**src/rtl/uart_tx.sv**
```systemverilog
// uart_tx: serialises bytes as start, 8 data bits LSB first, optional parity, 1 or 2 stop bits.
// Latency: tx falls one clk after a byte is accepted while idle. A frame lasts div*(10+parity+stop2) clks.
// Backpressure: a one-entry holding register; tx_ready drops while it is full.
// Ports:
//   clk, rst            clock, synchronous active-high reset
//   clk_div             bit period in clk cycles (0 and 1 act as 2)
//   parity_en/_odd      append parity bit / select odd parity
//   two_stop            two stop bits instead of one
//   tx_din, tx_valid    byte in; tx_ready = holding register empty
//   tx                  registered serial line, idle high
//   tx_busy, tx_done    activity flag, one-cycle end-of-frame pulse
module uart_tx #(
  parameter int DATA_BITS = 8
) (
  input  logic                 clk,
  input  logic                 rst,
  input  logic [15:0]          clk_div,
  input  logic                 parity_en,
  input  logic                 parity_odd,
  input  logic                 two_stop,
  input  logic [DATA_BITS-1:0] tx_din,
  input  logic                 tx_valid,
  output logic                 tx_ready,
  output logic                 tx,
  output logic                 tx_busy,
  output logic                 tx_done
);

  typedef enum logic [2:0] {IDLE, START, DATA, PARITY, STOP} state_t;

  state_t               state, state_d;
  logic [DATA_BITS-1:0] hold_reg, hold_d;
  logic [DATA_BITS-1:0] shift_reg, shift_d;
  logic                 hold_full, hold_full_d;
  logic [15:0]          cnt, cnt_d;
  logic [15:0]          sh_div, sh_div_d;
  logic [2:0]           bit_cnt, bit_cnt_d;
  logic                 par_acc, par_d;
  logic                 stop2, stop2_d;
  logic                 sh_pen, sh_pen_d;
  logic                 sh_podd, sh_podd_d;
  logic                 sh_two, sh_two_d;
  logic                 tx_q, tx_d;
  logic                 done_q, done_d;
  logic                 bit_end;
  logic                 load;

  // sh_div is already clamped to >= 2 when it is captured.
  assign bit_end  = (cnt == sh_div - 16'd1);

  assign tx       = tx_q;
  assign tx_done  = done_q;
  assign tx_ready = !hold_full;
  assign tx_busy  = (state != IDLE) || hold_full;

  always_comb begin
    state_d     = state;
    hold_d      = hold_reg;
    hold_full_d = hold_full;
    shift_d     = shift_reg;
    cnt_d       = cnt;
    sh_div_d    = sh_div;
    bit_cnt_d   = bit_cnt;
    par_d       = par_acc;
    stop2_d     = stop2;
    sh_pen_d    = sh_pen;
    sh_podd_d   = sh_podd;
    sh_two_d    = sh_two;
    tx_d        = tx_q;
    done_d      = 1'b0;
    load        = 1'b0;

    if (state != IDLE) begin
      cnt_d = bit_end ? 16'd0 : cnt + 16'd1;
    end

    case (state)
      IDLE: begin
        tx_d  = 1'b1;
        cnt_d = 16'd0;
        if (hold_full) load = 1'b1;
      end
      START: begin
        if (bit_end) begin
          state_d = DATA;
          tx_d    = shift_reg[0];
        end
      end
      DATA: begin
        if (bit_end) begin
          par_d   = par_acc ^ shift_reg[0];
          shift_d = shift_reg >> 1;
          if (bit_cnt == 3'(DATA_BITS - 1)) begin
            bit_cnt_d = 3'd0;
            if (sh_pen) begin
              state_d = PARITY;
              tx_d    = par_acc ^ shift_reg[0] ^ sh_podd;
            end else begin
              state_d = STOP;
              tx_d    = 1'b1;
              stop2_d = 1'b0;
            end
          end else begin
            bit_cnt_d = bit_cnt + 3'd1;
            // shift_reg[1] becomes bit 0 after this edge's shift
            tx_d      = shift_reg[1];
          end
        end
      end
      PARITY: begin
        if (bit_end) begin
          state_d = STOP;
          tx_d    = 1'b1;
          stop2_d = 1'b0;
        end
      end
      STOP: begin
        if (bit_end) begin
          if (sh_two && !stop2) begin
            stop2_d = 1'b1;
          end else begin
            done_d = 1'b1;
            // A waiting byte starts right away so frames run back to back.
            if (hold_full) begin
              load = 1'b1;
            end else begin
              state_d = IDLE;
              tx_d    = 1'b1;
            end
          end
        end
      end
      default: state_d = IDLE;
    endcase

    // Start a frame: take the held byte and freeze the line configuration.
    if (load) begin
      state_d     = START;
      shift_d     = hold_reg;
      hold_full_d = 1'b0;
      sh_div_d    = (clk_div < 16'd2) ? 16'd2 : clk_div;
      sh_pen_d    = parity_en;
      sh_podd_d   = parity_odd;
      sh_two_d    = two_stop;
      tx_d        = 1'b0;
      cnt_d       = 16'd0;
      bit_cnt_d   = 3'd0;
      par_d       = 1'b0;
      stop2_d     = 1'b0;
    end

    // load needs hold_full=1 and accept needs hold_full=0, so they never collide.
    if (tx_valid && !hold_full) begin
      hold_d      = tx_din;
      hold_full_d = 1'b1;
    end
  end

  always_ff @(posedge clk) begin
    if (rst) begin
      state     <= IDLE;
      hold_reg  <= '0;
      hold_full <= 1'b0;
      shift_reg <= '0;
      cnt       <= 16'd0;
      sh_div    <= 16'd2;
      bit_cnt   <= 3'd0;
      par_acc   <= 1'b0;
      stop2     <= 1'b0;
      sh_pen    <= 1'b0;
      sh_podd   <= 1'b0;
      sh_two    <= 1'b0;
      tx_q      <= 1'b1;
      done_q    <= 1'b0;
    end else begin
      state     <= state_d;
      hold_reg  <= hold_d;
      hold_full <= hold_full_d;
      shift_reg <= shift_d;
      cnt       <= cnt_d;
      sh_div    <= sh_div_d;
      bit_cnt   <= bit_cnt_d;
      par_acc   <= par_d;
      stop2     <= stop2_d;
      sh_pen    <= sh_pen_d;
      sh_podd   <= sh_podd_d;
      sh_two    <= sh_two_d;
      tx_q      <= tx_d;
      done_q    <= done_d;
    end
  end

endmodule
```
**config.mk**
```make
export PLATFORM = sky130hd
export DESIGN_NAME = uart_tx
export DESIGN_NICKNAME = d
export VERILOG_FILES = /design/src/rtl/uart_tx.sv
export SDC_FILE = /design/constraint.sdc
export NUM_CORES = 1
export LEC_CHECK = 0
export CAP_MARGIN = 10
export CORE_ASPECT_RATIO = 1.4
export CORE_UTILIZATION = 56
export CTS_CLUSTER_DIAMETER = 120
export CTS_CLUSTER_SIZE = 8
export DETAILED_ROUTE_END_ITERATION = 16
export PLACE_DENSITY = 0.77
export SETUP_SLACK_MARGIN = 0.02
export SYNTH_ARGS = -nofsm -noshare
export SYNTH_HDL_FRONTEND = slang
export SYNTH_SLANG_ARGS = --single-unit
```
**constraint.sdc**
```tcl
create_clock -name clk -period 4.6 [get_ports clk]
set_clock_uncertainty 0.2 [all_clocks]
set_input_delay 0.92 -clock clk [delete_from_list [all_inputs] [get_ports clk]]
set_output_delay 0.92 -clock clk [all_outputs]
set_load 0.02 [all_outputs]
```
==> impl_results.md, run 1 <==
- Outcome: finished, final reports clean
- Critical Path Start Type: register
- Gpl congestion: 0.885
- Crit path buf inv count: 1
- DRC violations left: 0
- Top_reg_cell synth: dfxtp_1
- Number of distinct library cells after synthesis: 54
- Relative slew margins: 0.380
- Final nets: 437
- Final setup viols: 0
- Max clock buf depth: 2
- # rows: 32
- Num CTS Buffers: 9
- Total global routing overflow: 0
- Crit share post-route: 0.787
- Setup Fix Bufs, Post-CTS: 0
- Count leader, synth: dfxtp_1
- I/O Buffers: 33
- Number of synthesized flops with an enable pin: 0
- GRT busiest layer: met2
- Skew-Pair Late Insertion Delay: 0.35 ns
- Syn Std Cell Area: 3200 um^2
- Post-placement cell area: 3550 um^2
- CORE AREA: 5490 um^2
- DP HPWL: 5140 um
- Final min period: 3.62 ns
- Final instance area: 3780 um^2
- Max rail drop VDD: 0.000244 V
- Antenna violations before repair: 0
- Drt total wl: 7100 um
- Sequential group share of total power: 0.440
- Setup slack, reg-to-reg: 0.98 ns
- Flops & latches, synth: 62
- Final hold violation count: 0
- Hold-fix buffers at CTS: 0
- CP required: 4.69 ns
- Clock transition at path regs: 0.07 ns
- Biggest regs: cnt x16, sh_div x16
- Slowest cell on crit path: o32ai_4
- Power Density: 352 nW/um^2
- Sw frac: 0.266
- Post-Syn Instances: 375
- CTS Sinks: 62
- Synth top cells by count: dfxtp_1 (62), nor2_1 (51), nand2_1 (28)
- Crit-path max cell delay: 0.61 ns
- First-pass GRT wire length: 11900 um
- Leakage: 1.40 nW
- Met2 GRT Util: 0.440
- Post_cts resized: 0
- FFs w/ async S/R, synth: 0
- Top cell type's share of synthesized area: 0.388
- Die area: 6020 um^2
- Largest fanout on the critical path: 13
- Synth-to-layout area growth: 18.2%
- Mean post-synth cell area: 8.52 um^2
- Top cells by area, synth: dfxtp_1 (39%), xor2_1 (6.0%), nor2_1 (6.0%)
- # diodes: 0
- Final ANT Viol Nets: 0
- Met1 Use GR: 0.297
- Slew @ Worst Pin: 0.923 ns
- Endpoint class of the critical path: register
- Clock root buffer: clkbuf_8
- Initial core utilization: 0.583
- CP Class: register to register
- Syn_nets: 409
- Area leader, netlist: dfxtp_1
- Total power: 1.33 mW
- GR Layer Usage met3: 0.0716
- Die Span X: 65.8 um
- Hold slack: 0.263 ns
- Via/cell ratio: 5.84
- Final cell count without fillers: 476
- Net switching power: 0.354 mW
- Largest net degree at the start of global routing: 24
- I/O pin cnt: 34
- Max Clock Freq: 276 MHz
- Total track usage: 0.259
- Max-cap violations: 0
- WL per Instance: 14.9 um
- DR vias: 2782
- Worst EP arrival: 3.71 ns
- Min-delay worst type: register to register
- Combinational share of power: 0.152
- CTS tree: built
- Vias in the first global route: 2588
- Layout cell share with drive strength beyond 1: 0.0735
- Starting DRT DRC Count: 137
- Unrepaired setup endpoints after global routing: no
- TritonRoute pass-1 iters: 4
- CP top delay family: simple AND/OR/NAND/NOR gates
- Die H: 91.4 um
- Clock power share: 0.407
- Synthesis Warnings: 0
- H-tree depth: 3
- Register area share after synthesis: 0.388
- Placed insts: 460
- Max-slew violations: 0
- CP Cell Sequence: inv_1, ha_1, nor3b_1, nand2_1, o41ai_1, nand4_1, o32ai_4, and3_1, a22o_1
- Int Power: 0.978 mW
- Total negative slack: 0 ns
## power by group through the flow
stage | combinational [mW] | sequential, mW | clock [mW]
4_1_cts | 0.203 | 0.585 | 0.554
5_1_grt | 0.222 | 0.590 | 0.579
3_3_place_gp | 0.199 | 0.597 | 0
2_1_floorplan | 0.144 | 0.589 | 0
3_5_place_dp | 0.201 | 0.597 | 0
6_report | 0.203 | 0.586 | 0.543
## placed cells by master (no fill, tap or decap), types with 3 or more instances in the layout
cell type	count
nor2_1	51
nor2b_1	8
nand4_1	8
nor3_1	12
or3_1	6
xor2_1	22
o21ai_0	7
o221ai_1	4
a21oi_1	15
nand3_1	18
ha_1	4
a22o_1	12
clkdlybuf4s50_1	33
nand2_1	28
mux2i_1	12
inv_1	15
and3_1	8
dfxtp_1	62
buf_4	3
a211oi_1	3
clkbuf_8	10
xnor2_1	15
nor4_1	6
a221oi_1	4
## cell families (layout without fill, tap and decap cells)
kind of cell / after synthesis / count (layout) / share of synthesized area
AOI/OAI and AO/OA: 65 / 65 / 0.156
xor gates and xnor gates: 37 / 37 / 0.101
adders and majority gates: 4 / 4 / 0.0157
buffers and inverters: 34 / 67 / 0.0446
DFF: 62 / 62 / 0.388
muxes: 12 / 12 / 0.0376
and+or+nand+nor: 161 / 161 / 0.256
## worst paths after layout
path	to	startpoint	depth (start not counted)
setup / recovery	sh_div[11]$_SDFFE_PP0P_	sh_div[0]$_SDFFE_PP0P_	9
hold / removal	bit_cnt[1]$_SDFFE_PP0P_	bit_cnt[1]$_SDFFE_PP0P_	2
hold reg to reg	bit_cnt[1]$_SDFFE_PP0P_	bit_cnt[1]$_SDFFE_PP0P_	2
setup reg to reg	sh_div[11]$_SDFFE_PP0P_	sh_div[0]$_SDFFE_PP0P_	9
## worst register-to-register path, delay by kind of cell (launching register included)
| family | cells | cell delay, ns |
|---|---|---|
| compound gates | 3 | 1.26 |
| fa+ha+maj | 1 | 0.30 |
| buf+inv | 1 | 0.10 |
| flops | 1 | 0.39 |
| simple gates | 4 | 1.33 |
## layout make-up
cell class,instances,area [um^2]
Timing Repair Buffer,36,353
Sequential cell,62,1240
Multi-Input combinational cell,279,1810
Clock inverter,6,93.8
Inverter,15,56.3
Tap cell,68,85.1
Clock buffer,10,138
Fill cell,453,1710
## through the flow
stage,worst slack (ns),util
4_1_cts,1.01,0.689
3_5_place_dp,1.02,0.647
5_1_grt,0.698,0.689
3_3_place_gp,1.13,0.647
6_report,0.978,0.689
2_1_floorplan,1.40,-
## metal layers
layer | part of all wire | wire length, um
met2 | 0.50 | 3580
met4 | 0.028 | 197
met1 | 0.43 | 3050
met3 | 0.038 | 267
met5 | 0 | 0
(Power assumes the default switching activity.)
==> run 2, diff against run 1 <==
--- a/config.mk
+++ b/config.mk
@@ -7,11 +7,11 @@
 export LEC_CHECK = 0
 export CAP_MARGIN = 10
 export CORE_ASPECT_RATIO = 1.4
-export CORE_UTILIZATION = 56
+export CORE_UTILIZATION = 51
 export CTS_CLUSTER_DIAMETER = 120
 export CTS_CLUSTER_SIZE = 8
 export DETAILED_ROUTE_END_ITERATION = 16
-export PLACE_DENSITY = 0.77
+export PLACE_DENSITY = 0.74
 export SETUP_SLACK_MARGIN = 0.02
 export SYNTH_ARGS = -nofsm -noshare
 export SYNTH_HDL_FRONTEND = slang
==> constraint.sdc (replaced) <==
create_clock -name clk -period 3.1 [get_ports clk]
set_clock_uncertainty 0.2 [all_clocks]
set_input_delay 0.62 -clock clk [delete_from_list [all_inputs] [get_ports clk]]
set_output_delay 0.62 -clock clk [all_outputs]
set_load 0.02 [all_outputs]
==> run 2 against run 1 <==
  * First-iteration DRC count grew 54%
  * Worst setup slack worse by 0.95 ns
  * Critical path type unchanged
  * Die area grew 9.5%
  * Via count grew 7.1%
  * Critical path depth is 1 lower
  * Clock power is 27% higher
  * Sequential share of layout area decreased by 2.9 points
  * Total power is 47% higher
  * Hold slack worse by 0.0069 ns
  * Register-to-register slack got worse by 0.95 ns
  * Global-route usage increased by 0.97 points
  * Flip-flop and latch count stayed put
==> impl_results.md, run 2 (synthesized netlist as in run 1, its figures left out) <==
- Final instance area: 4160 um^2 (+10%)
- Worst setup path startpoint: sh_div[6]$_SDFFE_PP0P_
- Antenna violations before repair: 0 (unchanged)
- # diodes: 0 (unchanged)
- Final setup viols: 0 (unchanged)
- Unrepaired setup endpoints after global routing: yes
- Max-slew violations: 0 (unchanged)
- Total track usage: 0.269 (+0.00974)
- Critical Path Start Type: register
- Crit share post-route: 0.991 (+0.203)
- WL per Instance: 16.0 um (+7.4%)
- Min-delay worst type: register to register
- Reg area: 1240 um^2 (+0.30%)
- Relative slew margins: 0.724 (+0.344)
- Worst R2R Start: sh_div[6]$_SDFFE_PP0P_
- Endpoint class of the critical path: register
- Die area: 6590 um^2 (+9.5%)
- Max rail drop VDD: 0.000289 V (+18%)
- Die Span X: 68.9 um (+4.6%)
- Fillers: 467 (+3.1%)
- CTS Sinks: 62 (unchanged)
- Power Density: 469 nW/um^2 (+33%)
- Clock transition at path regs: 0.07 ns (about the same)
- TritonRoute pass-1 iters: 5 (+1)
- Synth-to-layout area growth: 30.1%
- Max-cap violations: 0 (unchanged)
- Largest fanout on the critical path: 7 (-6)
- I/O Buffers: 33 (unchanged)
- Hold slack: 0.256 ns (-0.00687 ns)
- DRC violations left: 0 (unchanged)
- Skew-Pair Late Insertion Delay: 0.34 ns (about the same)
- Hold-fix buffers at CTS: 0 (unchanged)
- Slew @ Worst Pin: 0.412 ns (-0.511 ns)
- Num CTS Buffers: 9 (unchanged)
- H-tree depth: 3 (unchanged)
- Via/cell ratio: 5.88 (+0.53%)
- DR vias: 2979 (+7.1%)
- Critical R2R Capture: bit_cnt[0]$_SDFFE_PP0P_
- Vias in the first global route: 2839 (+9.7%)
- Area occupied by multi-input gates: 1950 um^2 (+7.8%)
- Worst EP arrival: 3.15 ns (-0.56 ns)
- Post-placement cell area: 3770 um^2 (+6.3%)
- CP Class: register to register
- First-pass GRT wire length: 12900 um (+8.9%)
- Final hold violation count: 0 (unchanged)
- Final ANT Viol Nets: 0 (unchanged)
- CP Capture Point: bit_cnt[0]$_SDFFE_PP0P_
- CTS tree: built
- Initial core utilization: 0.537 (-0.0451)
- Max clock buf depth: 2 (unchanged)
- Worst-case reg-to-reg path depth: 8 (-1)
- Clock root buffer: clkbuf_8
- Total global routing overflow: 0 (unchanged)
- CORE AREA: 5950 um^2 (+8.4%)
- Biggest regs: cnt x16, sh_div x16
- Die H: 95.7 um (+4.7%)
- Starting DRT DRC Count: 211 (+54%)
- Gpl congestion: 1.00 (+13%)
- Final min period: 3.07 ns (-0.550 ns)
- Max Clock Freq: 326 MHz (+18%)
- Largest net degree at the start of global routing: 18 (-25%)
- Leakage: 1.59 nW (+13%)
- DP HPWL: 5920 um (+15%)
- CP required: 3.18 ns (-1.51 ns)
- Most common cell after layout, fill and taps aside: dfxtp_1
- Most frequent cells in the layout: dfxtp_1 (59), nor2_1 (50), clkdlybuf4s50_1 (33)
- Drt total wl: 8120 um (+14%)
- Layout cell share with drive strength beyond 1: 0.190 (+0.116)
- I/O pin cnt: 34 (unchanged)
- # rows: 33 (+3.1%)
- Final nets: 468 (+7.1%)
- Outcome: finished, final reports clean
- Setup slack, reg-to-reg: 0.03 ns (-0.95 ns)
[run 2: what timing repair did]
item | 4_1_cts | 5_1_grt
pin swaps | 5 | 19
buffers inserted | 3 | 1
resized for setup | 8 | 29
endpoints found under the setup margin | 42 | 53
[run 2: layout make-up]
class / instances / share of cell area
inverter: 15 / 0.0135
timing repair buffer: 67 / 0.151
tap: 70 / 0.0211
clock buffer: 10 / 0.0331
multi-input combinational: 279 / 0.470
clock inverter: 4 / 0.0117
sequential: 62 / 0.300
[run 2: worst min path at each step]
stage,from,endpoint,slack (ns),cells past startpoint
finish,hold_reg[7]$_SDFFE_PP0P_,shift_reg[7]$_SDFFE_PP0P_,0.26,2
global route,hold_reg[7]$_SDFFE_PP0P_,shift_reg[7]$_SDFFE_PP0P_,0.27,2
CTS,hold_reg[7]$_SDFFE_PP0P_,shift_reg[7]$_SDFFE_PP0P_,0.26,2
detailed placement,hold_reg[7]$_SDFFE_PP0P_,shift_reg[7]$_SDFFE_PP0P_,0.25,2
global placement,hold_reg[7]$_SDFFE_PP0P_,shift_reg[7]$_SDFFE_PP0P_,0.24,2
floorplan,hold_reg[7]$_SDFFE_PP0P_,shift_reg[7]$_SDFFE_PP0P_,0.23,2
[run 2: critical path, cell delays in order, from the launching register on]
cell and delay, ns:
dfxtp_2 0.32, or4_4 0.56, nor4_4 0.33, xnor2_1 0.13, a211oi_2 0.26, nor2_2 0.11, or4_4 0.61, or3_1 0.39
a21oi_1 0.11
[run 2: metal layers]
metal	GRT usage	wire length, um
met4	0.133	164
met3	0.0622	325
met1	0.307	3380
met2	0.457	4250
met5	0	0
[run 2: report_power, final]
group | switching [mW] | internal [mW] | leakage, nW
logic | 0.208 | 0.197 | 0.984
registers | 0.0266 | 0.832 | 0.505
clock network | 0.305 | 0.382 | 0.0980
total | 0.539 | 1.41 | 1.59
[run 2: stage by stage]
step           utilization  setup slack (ns)  power [mW]  instances  setup TNS (ns)
3_5_place_dp         0.634            -0.138        1.23        489           -1.93
4_1_cts              0.675            0.0241        1.92        506               0
5_1_grt              0.699            -0.114        2.04        507           -2.10
6_report             0.699            0.0287        1.95        507               0
3_3_place_gp         0.634           -0.0800        1.22        489          -0.665
2_1_floorplan            -            0.0263        1.09        375               0
